### src/rtl/ram_port_arbiter.sv
// ram_port_arbiter
// Front end for the 3-port (Left/Middle/Right) RAM cell matrix. Three clients
// issue independent read/write requests. Every request that does not hazard
// (same word, at least one writer) with a higher-priority grant is accepted in
// the same cycle. The priority pointer rotates L -> M -> R after any cycle that
// leaves a requester waiting. Granted accesses drive registered matrix lines.
// Read words come back on *_rdata with a one-cycle *_rvalid pulse, two cycles
// after the grant.
//
// Handshake: a client raises *_req with stable addr/we/wdata and holds them
// until it sees *_gnt high in the same cycle. The access is taken at that clock
// edge, and the client may change its inputs from then on. Dropping *_req
// before a grant withdraws the request. *_rvalid has no back-pressure.
module ram_port_arbiter #(
    parameter int N             = 16,
    parameter int no_addr_lines = 4,
    parameter int wordsize      = 8
) (
    input  logic                     clk,
    input  logic                     rst_n,
    input  logic                     L_req,
    input  logic                     M_req,
    input  logic                     R_req,
    input  logic                     L_we,
    input  logic                     M_we,
    input  logic                     R_we,
    input  logic [no_addr_lines-1:0] L_addr,
    input  logic [no_addr_lines-1:0] M_addr,
    input  logic [no_addr_lines-1:0] R_addr,
    input  logic [wordsize-1:0]      L_wdata,
    input  logic [wordsize-1:0]      M_wdata,
    input  logic [wordsize-1:0]      R_wdata,
    output logic                     L_gnt,
    output logic                     M_gnt,
    output logic                     R_gnt,
    output logic [wordsize-1:0]      L_rdata,
    output logic [wordsize-1:0]      M_rdata,
    output logic [wordsize-1:0]      R_rdata,
    output logic                     L_rvalid,
    output logic                     M_rvalid,
    output logic                     R_rvalid,
    output logic [no_addr_lines-1:0] L_address,
    output logic [no_addr_lines-1:0] M_address,
    output logic [no_addr_lines-1:0] R_address,
    output logic                     Left_Write,
    output logic                     Middle_Write,
    output logic                     Right_Write,
    output logic [wordsize-1:0]      L_Data_Bit_Line,
    output logic [wordsize-1:0]      M_Data_Bit_Line,
    output logic [wordsize-1:0]      R_Data_Bit_Line,
    input  logic [wordsize-1:0]      L_Data_Bit_Line_read,
    input  logic [wordsize-1:0]      M_Data_Bit_Line_read,
    input  logic [wordsize-1:0]      R_Data_Bit_Line_read
);

    localparam int NP = 3;

    // The matrix depth must match the address width handed to it.
    if (N != (1 << no_addr_lines)) begin : g_bad_depth
        $error("ram_port_arbiter: N must equal 2**no_addr_lines");
    end

    typedef enum logic [1:0] {
        PRI_L = 2'd0,
        PRI_M = 2'd1,
        PRI_R = 2'd2
    } prio_e;

    // Port index 0 = L, 1 = M, 2 = R throughout.
    logic [NP-1:0]            req;
    logic [NP-1:0]            we;
    logic [no_addr_lines-1:0] addr    [NP];
    logic [wordsize-1:0]      wdata   [NP];
    logic [wordsize-1:0]      rd_line [NP];

    assign req        = {R_req, M_req, L_req};
    assign we         = {R_we, M_we, L_we};
    assign addr[0]    = L_addr;
    assign addr[1]    = M_addr;
    assign addr[2]    = R_addr;
    assign wdata[0]   = L_wdata;
    assign wdata[1]   = M_wdata;
    assign wdata[2]   = R_wdata;
    assign rd_line[0] = L_Data_Bit_Line_read;
    assign rd_line[1] = M_Data_Bit_Line_read;
    assign rd_line[2] = R_Data_Bit_Line_read;

    logic [NP-1:0] conf [NP];
    prio_e         prio_q, prio_d;
    logic [1:0]    o0, o1, o2;
    logic [NP-1:0] g;
    logic          deny;

    // Pairwise hazard: both ports requesting the same word, at least one writing.
    always_comb begin
        for (int i = 0; i < NP; i++) begin
            conf[i] = '0;
            for (int j = 0; j < NP; j++) begin
                if (i != j) begin
                    conf[i][j] = req[i] & req[j] & (addr[i] == addr[j]) & (we[i] | we[j]);
                end
            end
        end
    end

    // Visit ports from the pointer; grant each unless it hazards with an earlier grant.
    always_comb begin
        o0 = 2'd0;
        o1 = 2'd1;
        o2 = 2'd2;
        case (prio_q)
            PRI_M: begin
                o0 = 2'd1;
                o1 = 2'd2;
                o2 = 2'd0;
            end
            PRI_R: begin
                o0 = 2'd2;
                o1 = 2'd0;
                o2 = 2'd1;
            end
            default: ;
        endcase
        g     = '0;
        g[o0] = req[o0];
        g[o1] = req[o1] & ~(g[o0] & conf[o1][o0]);
        g[o2] = req[o2] & ~(g[o0] & conf[o2][o0]) & ~(g[o1] & conf[o2][o1]);
        deny  = |(req & ~g);
        prio_d = prio_q;
        if (deny) begin
            case (prio_q)
                PRI_L:   prio_d = PRI_M;
                PRI_M:   prio_d = PRI_R;
                default: prio_d = PRI_L;
            endcase
        end
    end

    // Rotate priority after any cycle that left a requester waiting.
    always_ff @(posedge clk or negedge rst_n) begin
        if (!rst_n) begin
            prio_q <= PRI_L;
        end else begin
            prio_q <= prio_d;
        end
    end

    logic [NP-1:0]            write_q;
    logic [NP-1:0]            rd_pend_q;
    logic [NP-1:0]            rvalid_q;
    logic [no_addr_lines-1:0] addr_q  [NP];
    logic [wordsize-1:0]      data_q  [NP];
    logic [wordsize-1:0]      rdata_q [NP];

    // Issue stage: launch granted accesses onto the matrix lines, hold lines when idle.
    always_ff @(posedge clk or negedge rst_n) begin
        if (!rst_n) begin
            write_q   <= '0;
            rd_pend_q <= '0;
            for (int i = 0; i < NP; i++) begin
                addr_q[i] <= '0;
                data_q[i] <= '0;
            end
        end else begin
            write_q   <= g & we;
            rd_pend_q <= g & ~we;
            for (int i = 0; i < NP; i++) begin
                if (g[i]) begin
                    addr_q[i] <= addr[i];
                    data_q[i] <= wdata[i];
                end
            end
        end
    end

    // Return stage: capture the matrix read word the cycle after issue.
    always_ff @(posedge clk or negedge rst_n) begin
        if (!rst_n) begin
            rvalid_q <= '0;
            for (int i = 0; i < NP; i++) begin
                rdata_q[i] <= '0;
            end
        end else begin
            rvalid_q <= rd_pend_q;
            for (int i = 0; i < NP; i++) begin
                if (rd_pend_q[i]) begin
                    rdata_q[i] <= rd_line[i];
                end
            end
        end
    end

    // Grants are held low while reset is asserted.
    assign L_gnt = g[0] & rst_n;
    assign M_gnt = g[1] & rst_n;
    assign R_gnt = g[2] & rst_n;

    assign L_address       = addr_q[0];
    assign M_address       = addr_q[1];
    assign R_address       = addr_q[2];
    assign Left_Write      = write_q[0];
    assign Middle_Write    = write_q[1];
    assign Right_Write     = write_q[2];
    assign L_Data_Bit_Line = data_q[0];
    assign M_Data_Bit_Line = data_q[1];
    assign R_Data_Bit_Line = data_q[2];
    assign L_rvalid        = rvalid_q[0];
    assign M_rvalid        = rvalid_q[1];
    assign R_rvalid        = rvalid_q[2];
    assign L_rdata         = rdata_q[0];
    assign M_rdata         = rdata_q[1];
    assign R_rdata         = rdata_q[2];

endmodule

### config.mk
export PLATFORM = sky130hd
export DESIGN_NAME = ram_port_arbiter
export DESIGN_NICKNAME = d
export VERILOG_FILES = /design/src/rtl/ram_port_arbiter.sv
export SDC_FILE = /design/constraint.sdc
export NUM_CORES = 1
export LEC_CHECK = 0
export CAP_MARGIN = 20
export CORE_ASPECT_RATIO = 2
export CORE_MARGIN = 2
export CORE_UTILIZATION = 45
export CTS_BUF_LIST = sky130_fd_sc_hd__clkbuf_4 sky130_fd_sc_hd__clkbuf_8
export CTS_CLUSTER_SIZE = 30
export DETAILED_ROUTE_END_ITERATION = 12
export DONT_BUFFER_PORTS = 1
export PLACE_DENSITY = 0.63
export SLEW_MARGIN = 20
export SYNTH_ARGS = -nofsm -noshare
export SYNTH_HDL_FRONTEND = slang
export SYNTH_SLANG_ARGS = --single-unit
### constraint.sdc
create_clock -name clk -period 4.7 [get_ports clk]
set_input_delay 0.94 -clock clk [delete_from_list [all_inputs] [get_ports clk]]
set_output_delay 0.94 -clock clk [all_outputs]
set_load 0.005 [all_outputs]
# --- Yosys cells after proc, flatten, opt, wreduce, memory -nomap -nowiden ---
# Index checks and enable logic that the tools add are counted.
# W data, S select, Z words.
op_classes:
  order_cmp: 8
  n_eq_ne: 8
  muxes: 36
  bitwise: 38
  reduce_logical: 5
ops:
  columns: ["cell", "count"]
  rows:
  - ["$and A1 B1 Y1", 24]
  - ["$eq A4 B4 Y1", 6]
  - ["$bmux W1 S2", 9]
  - ["$pmux W2 S2", 4]
  - ["$and A3 B3 Y3", 4]
  - ["$bmux W3 S2", 2]
  - ["$mux W1", 12]
  - ["$mux W3", 4]
  - ["$lt A2 B3 Y1 const B", 3]
  - ["$bwmux W3", 2]
  - ["$demux W1 S2", 3]
  - ["$ge A2 B1 Y1 const B", 3]
  - ["$ge A3 B3 Y1 const B", 2]
  - ["$not A2 Y3", 2]
  - ["$not A3 Y3", 2]
  - ["$logic_and A1 B1 Y1", 3]
  - ["$not A1 Y1", 3]
  - ["$or A1 B1 Y1", 3]
  - ["$reduce_or A3 Y1", 1]
  - ["$eq A2 B1 Y1 const B", 1]
  - ["$eq A2 B2 Y1 const B", 1]
  - ["$logic_not A2 Y1", 1]
totals:
  ff_bits: 71
  wordCells: 108

# --- Logic depth before layout (Yosys ltp) ---
# Gate-level depths: netlist of the first run.
depth:
  depth_word: 23
  mapped_depth: 12
  mapped_depth_nobuf: 10

# --- Least setup slack after synthesis of the first run ---
# No wires, ideal clock.
synth_timing:
  path_type: "input -> output"
  start: "input port M_req"
  end: "output port L_gnt"
  arrival_ns: 2.958
  required_ns: 3.760
  path_slack_ns: 0.802
  cell_stages: 9
  path_buffers: 2
  path_cell_list: "buf_4 o211ai_1 or4_1 o31a_1 a211o_1 a21o_1 a31oi_4 buf_4 nor2b_1"
synth_between:
  elab_chain_len: 20
  elab_cells_between_ends: 47
  cone_classes: "mux: 26; bitwise: 21"
synth_rtl:
  columns: ["element", "line", "text"]
  rows:
  - ["start, declared", "22", "input logic M_req,"]
  - ["$and A1 B1 Y1 (3 in series)", "100", "conf[i][j] = req[i] & req[j] & (addr[i] == addr[j]) & (we[i] | we[j]);"]
  - ["$bmux W3 S2", "126", "g[o1] = req[o1] & ~(g[o0] & conf[o1][o0]);"]
  - ["$mux W3 (not written as such) (2 in series)", "126", null]
  - ["$bmux W1 S2", "126", null]
  - ["$mux W1 (not written as such)", "126", null]
  - ["$and A1 B1 Y1", "126", null]
  - ["$not A1 Y1", "126", null]
  - ["$and A1 B1 Y1", "126", null]
  - ["$bwmux W3", "126", null]
  - ["$bmux W1 S2", "127", "g[o2] = req[o2] & ~(g[o0] & conf[o2][o0]) & ~(g[o1] & conf[o2][o1]);"]
  - ["$mux W1 (not written as such)", "127", null]
  - ["$and A1 B1 Y1", "127", null]
  - ["$not A1 Y1", "127", null]
  - ["$and A1 B1 Y1 (2 in series)", "127", null]
  - ["$bwmux W3 (*)", "127", null]
  - ["$and A1 B1 Y1 (*)", "194", "assign L_gnt = g[0] & rst_n;"]
  - ["end, declared", "33", "output logic L_gnt,"]
# Mark *: on every way between the ends. The rest lies on a longest branch, timed or not. The select of a mux whose other input is x is not followed.

# --- Worst setup path in the final report of the first run ---
layout_timing:
  start: "register prio_q[0]"
  end: "output port R_gnt"
layout_between:
  elab_chain_len: 21
  elab_cells_between_ends: 59
  cone_classes: "order compare: 6; eq/ne: 2; mux: 35; bitwise: 13; reduce/logical: 3"
layout_rtl:
  columns: ["element", "line", "text"]
  rows:
  - ["start, declared", "89", "prio_e prio_q, prio_d;"]
  - ["start signal, assigned", "144", "prio_q <= prio_d;"]
  - ["$eq A2 B2 Y1 or $eq A2 B1 Y1 (tied branches)", "111", "case (prio_q)"]
  - ["$pmux W2 S2", "111", null]
  - ["$lt A2 B3 Y1 (not written as such) or $ge A2 B1 Y1 (tied branches)", "125", "g[o0] = req[o0];"]
  - ["$logic_and A1 B1 Y1 (not written as such)", "125", null]
  - ["$mux W1 (not written as such)", "125", null]
  - ["$demux W1 S2", "125", null]
  - ["$and A3 B3 Y3 (no line)", null, null]
  - ["$bmux W1 S2", "126", null]
  - ["[... 4 more ...]", null, null]
  - ["$bwmux W3", "126", null]
  - ["$bmux W1 S2", "127", null]
  - ["$mux W1 (not written as such)", "127", null]
  - ["$and A1 B1 Y1", "127", null]
  - ["$not A1 Y1", "127", null]
  - ["$and A1 B1 Y1 (2 in series)", "127", null]
  - ["$bwmux W3 (*)", "127", null]
  - ["$and A1 B1 Y1 (*)", "196", "assign R_gnt = g[2] & rst_n;"]
  - ["end, declared", "35", "output logic R_gnt,"]
# Marks and branches as above.

==> metrics, run 1 <==
status finished, final reports clean; critical path peak fanout 17; max_cap viols 0; design area 3583 um^2; global-route wire length before repair between 10000 and 15000 um; worst reg2reg path startpoint prio_q[0]$_DFFE_PN0P_; #FFs+latches synth 71; CP max stage cell ha_1; Num CTS Buffers 9; Mean Syn Cell Area 12.94 um^2; register area between 1500 and 2000 um^2; Tcrit/Tclk final between 80% and 90%; Post-synth EDFFs 0; worst vdd ir around 0.00043 V; flop2flop setup slack around 1.1 ns; gr usage total approximately a fifth; DR vias 2095; die width ~65 um; CP Capture Type primary output; Synth cell types 45; count of final max-slew check failures 0; synth top area cells dfrtp_1 54%, mux2_2 21%, xor2_1 3.2%; syn_nets 327; worst-path cell chain inv_1 > ha_1 > nor2_1 > nand2b_1 > o21a_1 > a21oi_1 > or3_1 > nand3_1 > o21a_2 > nor2b_1; asr flop ratio synth 100.0%; initial antenna violation count 0; WL/cell 21.25 um; TritonRoute pass-1 iters 4; share of post-route cells with drive strength above 1 approximately a third; HPWL after DPL ~5700 um; Clock Tree Root clkbuf_8; kind of critical path flip-flop to primary output; Row Count 44; multi-input logic area approximately 1400 um^2; area post-placement 3371 um^2; Critical Path RT about 3.8 ns; # nets final ~330; vias in the first global route 2296; vias per cell roughly 6; 1st-iter DRT viols 80; YS warnings 0; Final Skew about 0.009 ns; CP peak stage delay around 0.52 ns; share of the synthesized area in the top cell type between 50% and 60%; core area 7212 um^2; final hold viol count 0; final wirelength roughly 7500 um; hold_buf cts 0; DRC Markers 0; H-tree depth 3; die area 8078 um^2; CTS tree yes; Lkg Pwr 1.489 nW; Fmax 0.2458 GHz; Post-synth top cells 71 x dfrtp_1, 61 x mux2_2, 13 x nor2_1; setup tns final 0 ns; Die H ~130 um; GP Congestion approximately 0.9; Area Growth Syn to Fin 8.567%; PD cells 778.4 nW/um^2; clock sinks between 70 and 80; Fill cells 624; Netlist Area Pre-Place between 3000 and 4000 um^2; Synth Instances about 260; Worst-path clk slew around 0.08 ns; Seq/Total Area, Yosys a little over half; RSZ-0062 raised after global routing false; most frequent cell after synthesis dfrtp_1; Worst R2R End prio_q[0]$_DFFE_PN0P_; total congestion overflow 0; Critical Path AT roughly 3.1 ns; hold crit path type primary input to asynchronous set/reset pin; worst slew pin tran 0.5773 ns; number of antenna cells inserted 0; Top Ports 137; clk_lat worst skew 0.35 ns; Antenna Nets Post-Route 0; largest net degree at the start of global routing between 70 and 80; Final min period 4.068 ns; Post-synth top flop dfrtp_1; input/output buffers 0; Setup violations, final 0; Reg2Reg Depth 11; CTS resizes 0; Clock Path Buffers 2; Synth area leader dfrtp_1; # Post-CTS Setup Buffers 0; Slew HR between 60% and 70%; crit path launch type flip-flop; Starting Density 45.77%
## cell usage in the layout (no fill, tap or decap), types with 2 or more instances in the layout
cell,Yosys,routed
nor2b_1,7,7
xor2_1,12,12
inv_6,0,3
a32oi_1,2,2
nand3_1,4,4
ha_1,4,4
dfrtp_1,71,71
a31oi_4,2,2
o31a_1,3,3
clkbuf_8,0,10
mux2_1,2,2
a21oi_1,5,5
buf_4,4,4
nor3_1,6,6
inv_1,5,5
o21ai_0,2,2
nand2_1,9,9
nor2_1,13,13
o21a_1,2,2
mux2_2,61,61
nor4_1,2,2
o211ai_1,3,3
nand2b_1,2,2
o31ai_1,2,2
a21o_1,2,2
## per-stage QoR
step	cells	total power [W]	setup WS [ns]	utilization, %	hold slack [ns]
2_1_floorplan	255	0.002026	0.8017	-	0.3519
3_3_place_gp	337	0.002282	0.9227	46.74	0.5167
3_5_place_dp	337	0.002300	0.9036	46.74	0.5232
4_1_cts	353	0.002828	0.6449	49.69	0.2516
5_1_grt	353	0.002969	0.4717	49.69	0.2394
6_report	353	0.002789	0.6315	49.69	0.2767
## cells by family (layout without fill, tap and decap cells)
| family | count (synthesis) | count (layout) | share of synthesized area [%] |
|---|---|---|---|
| XOR/XNOR | 13 | 13 | 3.450 |
| AND/OR/NAND/NOR | 49 | 49 | 7.468 |
| AO/OA/AOI/OAI | 35 | 35 | 9.098 |
| flip-flops | 71 | 71 | 53.83 |
| multiplexers | 64 | 64 | 21.80 |
| buffers and inverters | 19 | 25 | 2.843 |
| adder cells (fa/ha/maj) | 4 | 4 | 1.516 |
## state kept, by name, summed over array words and instances (netlist names)
name and count:
M_rdata 8, prio_q 2, R_rdata 8, M_Data_Bit_Line 8
L_rdata 8, rd_pend_q 3, rvalid_q 3, L_address 4
R_address 4, write_q 3, M_address 4, R_Data_Bit_Line 8
L_Data_Bit_Line 8
## critical path: cells and delay by family, from the launching register on
family,cells,cell delay [ns]
simple gates,5,1.05
compound gates,3,0.72
fa+ha+maj,1,0.52
flops,1,0.41
buf+inv,1,0.08
## report_power, final
part	total [W]	internal (W)	switching, W
combinational	0.00110	0.000575	0.000529
clock	0.000513	0.000269	0.000244
sequential	0.00117	0.000925	0.000247
total	0.00279	0.00177	0.00102
## cell type report
class / count / share of cell area, %
flip-flops and latches: 71 / 49.58
multi-input cells: 165 / 39.91
clock buffers: 10 / 3.841
well taps: 92 / 3.212
clock inverters: 6 / 2.095
repair buffers: 4 / 0.8380
inverters: 5 / 0.5237
## layer usage
layer  global-route usage, %  share of wire (%)
met1                   18.07                 30
met2                   34.44                 57
met3                   7.104                8.2
met4                   13.27                4.5
met5                       0                  0
## worst max-delay path by stage
stage / start / endpoint / slack [ns]
global route: prio_q[0]$_DFFE_PN0P_ / R_gnt / 0.47
detailed placement: L_addr[0] / R_gnt / 0.90
global placement: M_addr[1] / L_gnt / 0.92
floorplan: M_req / L_gnt / 0.80
finish: prio_q[0]$_DFFE_PN0P_ / R_gnt / 0.63
CTS: prio_q[0]$_DFFE_PN0P_ / R_gnt / 0.64
(Power assumes the default switching activity.)
==> run 2, diff against run 1 <==
PLACE_DENSITY = default   (was 0.63)
PLACE_DENSITY_LB_ADDON = 0.1   (was default)
SKIP_CTS_REPAIR_TIMING = 1   (was default)
==> metrics, run 2 (same netlist as run 1, synthesis figures left out) <==
initial antenna violation count 0 (unchanged); Antenna Nets Post-Route 0 (unchanged); Critical Path RT 3.76 ns (about the same); Worst-path clk slew 0.08 ns (about the same); Tcrit/Tclk final 84.78% (-1.8 points); # nets final 328 (unchanged); status finished, final reports clean; Clock Tree Root clkbuf_8; Area Growth Syn to Fin 8.302%; GP Congestion 0.9036 (-2.0%); input/output buffers 0 (unchanged); RSZ-0062 raised after global routing false; worst-path cell chain inv_1 > ha_1 > nor2_1 > nand2b_1 > o21a_1 > a21oi_1 > or3_1 > nand3_1 > o21a_2 > nor2b_1; H-tree depth 3 (unchanged); Reg2Reg Depth 10 (-1); WL/cell 19.45 um (-8.4%); gr usage total 17.86% (-1.7 points); most common cell after layout, fill and taps aside dfrtp_1; max_cap viols 0 (unchanged); Top Ports 137 (unchanged); worst vdd ir 0.0003232 V (-25%); clock sinks 71 (unchanged); Final min period 3.985 ns (-0.08392 ns); Fill cells 649 (+4.0%); CP Capture Type primary output; Slew HR 57.86% (-3.2 points); vias per cell 5.737 (-3.3%); flop2flop setup slack 1.27 ns (+0.14 ns); CP peak stage delay 0.51 ns (about the same); Row Count 44 (unchanged); die width 64.56 um (unchanged); Die H 125.1 um (unchanged); crit path launch type flip-flop; DR vias 2025 (-3.3%); number of antenna cells inserted 0 (unchanged); total congestion overflow 0 (unchanged); largest net degree at the start of global routing 75 (unchanged); Clock Path Buffers 2 (unchanged); kind of critical path flip-flop to primary output; hold crit path type primary input to asynchronous set/reset pin; PD cells 764.6 nW/um^2 (-1.8%); worst reg2reg path startpoint prio_q[0]$_DFFE_PN0P_; final wirelength 6867 um (-8.4%); DRC Markers 0 (unchanged); Lkg Pwr 1.485 nW (-0.25%); core area 7212 um^2 (unchanged); die area 8078 um^2 (unchanged); Final Skew 0.007948 ns (-0.0009253 ns); TritonRoute pass-1 iters 4 (unchanged); worst slew pin tran 0.6243 ns (+0.04697 ns); final worst-path setup slack 0.7155 ns (+0.08392 ns); dpl ws 0.8692 ns (-0.03441 ns); count of final max-slew check failures 0 (unchanged); Core Util, Final 49.57% (-0.12 points); critical path peak fanout 17 (unchanged); Critical Path AT 3.04 ns (-0.09 ns); vias in the first global route 2092 (-8.9%); Fmax 0.2510 GHz (+2.1%); Worst R2R End prio_q[0]$_DFFE_PN0P_; share of post-route cells with drive strength above 1 33.33% (unchanged); Setup violations, final 0 (unchanged); CTS tree yes; clk_lat worst skew 0.36 ns (about the same); Num CTS Buffers 9 (unchanged); CP max stage cell ha_1; Starting Density 45.77% (unchanged); final hold viol count 0 (unchanged); 1st-iter DRT viols 97 (+21%); commonest cells after routing, fill and taps aside 71 x dfrtp_1, 61 x mux2_2, 13 x nor2_1; global-route wire length before repair 10630 um (-9.3%); setup tns final 0 ns (unchanged); HPWL after DPL 5306 um (-7.0%)
## run 2: cell count changes in the layout (fill, tap and decap cells not counted), sizes merged
cell	delta
clkbuf	-1
clkinv	+2
inv	-1
## run 2: report_power, final
group / internal [W] / total [W] / switching (W)
clock network: 0.000252 / 0.000497 / 0.000245
logic: 0.000574 / 0.00108 / 0.000503
registers: 0.000926 / 0.00116 / 0.000234
total: 0.00175 / 0.00273 / 0.000982
## run 2: worst max path at each step
stage,start,to,depth (start not counted)
6_report,prio_q[0]$_DFFE_PN0P_,R_gnt,10
5_1_grt,prio_q[0]$_DFFE_PN0P_,R_gnt,10
4_1_cts,prio_q[0]$_DFFE_PN0P_,R_gnt,10
3_5_place_dp,M_addr[1],M_gnt,8
3_3_place_gp,M_addr[1],M_gnt,8
2_1_floorplan,M_req,L_gnt,9
## run 2: layout make-up
type                    count  area (um^2)  share of cell area, %
well taps                  92        115.1                  3.220
flip-flops and latches     71         1777                  49.70
multi-input cells         165         1430                  40.01
inverters                   5        18.77                 0.5250
repair buffers              4        30.03                 0.8400
clock buffers               9        123.9                  3.465
clock inverters             7        80.08                  2.240
## run 2: per-layer routing
layer	global-route usage (%)	wire length, um	vias to the layer above
li1	-	-	913
met1	17.15	2210	970
met2	30.88	3715	120
met3	6.205	631	22
met4	12.39	310	0
met5	0	0	-
## run 2: per-stage QoR
step	area, um^2	std cells	power, W	hold slack (ns)
2_1_floorplan	3301	255	0.002026	0.3519
6_report	3575	353	0.002733	0.2651
5_1_grt	3575	353	0.002916	0.2414
3_3_place_gp	3371	337	0.002251	0.5182
4_1_cts	3575	353	0.002776	0.2467
3_5_place_dp	3371	337	0.002272	0.5232
## run 2: worst max-delay path: cells and delay by family, from the launching register on
kind	cells	cell delay [ns]
AOI/OAI and AO/OA	3	0.74
adders and majority gates	1	0.51
buffers and inverters	1	0.08
DFF	1	0.40
and+or+nand+nor	5	0.95
==> run 3, diff against run 2 <==
clock period = 4.1 ns   (was 4.7 ns; I/O delays follow)
==> metrics, run 3 (same netlist as run 1, synthesis figures left out) <==
crit path launch type flip-flop; total congestion overflow 0 (unchanged); Critical Path AT 2.98 ns (-0.06 ns); WL/cell 19.84 um (+2.0%); CP max stage cell ha_1; max_cap viols 0 (unchanged); 1st-iter DRT viols 101 (+4.1%); Num CTS Buffers 9 (unchanged); RSZ-0062 raised after global routing false; Area Growth Syn to Fin 9.591%; Critical Path RT 3.28 ns (-0.48 ns); Clock Tree Root clkbuf_8; WP buf/inv 1 (unchanged); critical path's top delay family compound AO/OA/AOI/OAI gates; H-tree depth 3 (unchanged); PD cells 893.5 nW/um^2 (+17%); count of final max-slew check failures 0 (unchanged); setup tns final 0 ns (unchanged); DRC Markers 0 (unchanged); clock sinks 71 (unchanged); critical path peak fanout 14 (-3); CP Capture Type primary output; CTS tree yes; Fmax 0.2631 GHz; GP Congestion 0.9509 (+5.2%); flop2flop setup slack 0.94 ns (-0.33 ns); vias in the first global route 2094 (+0.096%); kind of critical path flip-flop to primary output; Clock Path Buffers 2 (unchanged); global-route wire length before repair 10660 um (+0.26%); Setup violations, final 0 (unchanged); CP dominant cell by count nor2b_1; share of post-route cells with drive strength above 1 33.33% (unchanged); worst vdd ir 0.0003552 V (+9.9%); Lkg Pwr 1.508 nW (+1.5%); most common cell after layout, fill and taps aside dfrtp_1; Worst R2R End R_Data_Bit_Line[5]$_DFFE_PN0N_; Die H 125.1 um (unchanged); final hold viol count 0 (unchanged); Row Count 44 (unchanged); Slew HR 64.90% (+7.0 points); clk_lat worst skew 0.35 ns (about the same); vias per cell 5.725 (-0.20%); die area 8078 um^2 (unchanged); DR vias 2021 (-0.20%); largest net degree at the start of global routing 75 (unchanged); Core Util, Final 50.16% (+0.59 points); gr usage total 18.05% (+0.19 points); hold crit path type primary input to asynchronous set/reset pin; Final min period 3.801 ns; Starting Density 45.77% (unchanged); initial antenna violation count 0 (unchanged); input/output buffers 0 (unchanged); worst-path cell chain inv_1 > ha_1 > mux2_2 > a22oi_1 > nor2b_1 > o21a_1 > o211ai_2 > nand3_1 > o21a_2 > nor2b_1; core area 7212 um^2 (unchanged); final wirelength 7002 um (+2.0%); commonest cells after routing, fill and taps aside 71 x dfrtp_1, 61 x mux2_2, 13 x nor2_1; Tcrit/Tclk final 92.71%; TritonRoute pass-1 iters 4 (unchanged); worst slew pin tran 0.5217 ns (-0.1025 ns); Reg2Reg Depth 10 (unchanged); Antenna Nets Post-Route 0 (unchanged); die width 64.56 um (unchanged); CP peak stage delay 0.47 ns (-0.04 ns); # nets final 329 (+0.30%); worst reg2reg path startpoint prio_q[0]$_DFFE_PN0P_; Top Ports 137 (unchanged); HPWL after DPL 5350 um (+0.82%); Final Skew 0.008624 ns (+0.0006758 ns); Worst-path clk slew 0.08 ns (about the same); status finished, final reports clean; number of antenna cells inserted 0 (unchanged)
-- run 3: cell count changes in the layout (fill, tap and decap cells not counted) --
| cell | previous run | this run |
|---|---|---|
| inv_8 | 1 | 0 |
| clkinv_2 | 1 | 0 |
| clkinv_4 | 1 | 2 |
| inv_6 | 2 | 0 |
| bufinv_16 | 1 | 3 |
| buf_4 | 4 | 5 |
| clkinvlp_4 | 1 | 0 |
| clkbuf_4 | 0 | 1 |
-- run 3: layout make-up --
class / count / area [um^2]
clock buffers: 10 / 131.4
clock inverters: 5 / 107.6
fillers: 622 / 3595
inverters: 5 / 18.77
multi-input cells: 165 / 1430
flip-flops and latches: 71 / 1777
well taps: 92 / 115.1
repair buffers: 5 / 37.54
-- run 3: metrics by stage --
step | setup slack, ns | std cells | total power [W] | hold slack [ns] | instance area (um^2)
3_3_place_gp | 0.5067 | 338 | 0.002579 | 0.5207 | 3378
2_1_floorplan | 0.4417 | 255 | 0.002322 | 0.3519 | 3301
5_1_grt | 0.1466 | 353 | 0.003442 | 0.1286 | 3617
4_1_cts | 0.2809 | 353 | 0.003279 | 0.1387 | 3617
6_report | 0.2990 | 353 | 0.003232 | 0.1573 | 3617
3_5_place_dp | 0.5102 | 338 | 0.002606 | 0.5224 | 3378
-- run 3: worst max-delay path by stage --
stage / startpoint / to / slack [ns] / cells after the start
2_1_floorplan: M_req / L_gnt / 0.44 / 9
3_3_place_gp: M_addr[1] / R_gnt / 0.51 / 8
3_5_place_dp: M_addr[1] / R_gnt / 0.51 / 8
4_1_cts: prio_q[1]$_DFFE_PN0P_ / R_gnt / 0.28 / 10
5_1_grt: prio_q[1]$_DFFE_PN0P_ / R_gnt / 0.15 / 10
6_report: prio_q[1]$_DFFE_PN0P_ / R_gnt / 0.30 / 10
-- run 3: power by group --
group          total (W)  switching (W)  internal [W]
Combinational    0.00123       0.000566      0.000668
Sequential       0.00133       0.000273       0.00106
Clock           0.000664       0.000255      0.000410
-- run 3: metal layers --
metal / up-vias / wire, um / part of all wire, % / track usage, %
met2: 111 / 3735 / 53 / 30.02
li1: 912 / - / - / -
met1: 977 / 2345 / 33 / 18.23
met4: 0 / 315 / 4.5 / 12.64
met5: - / 0 / 0 / 0
met3: 21 / 606 / 8.7 / 6.565
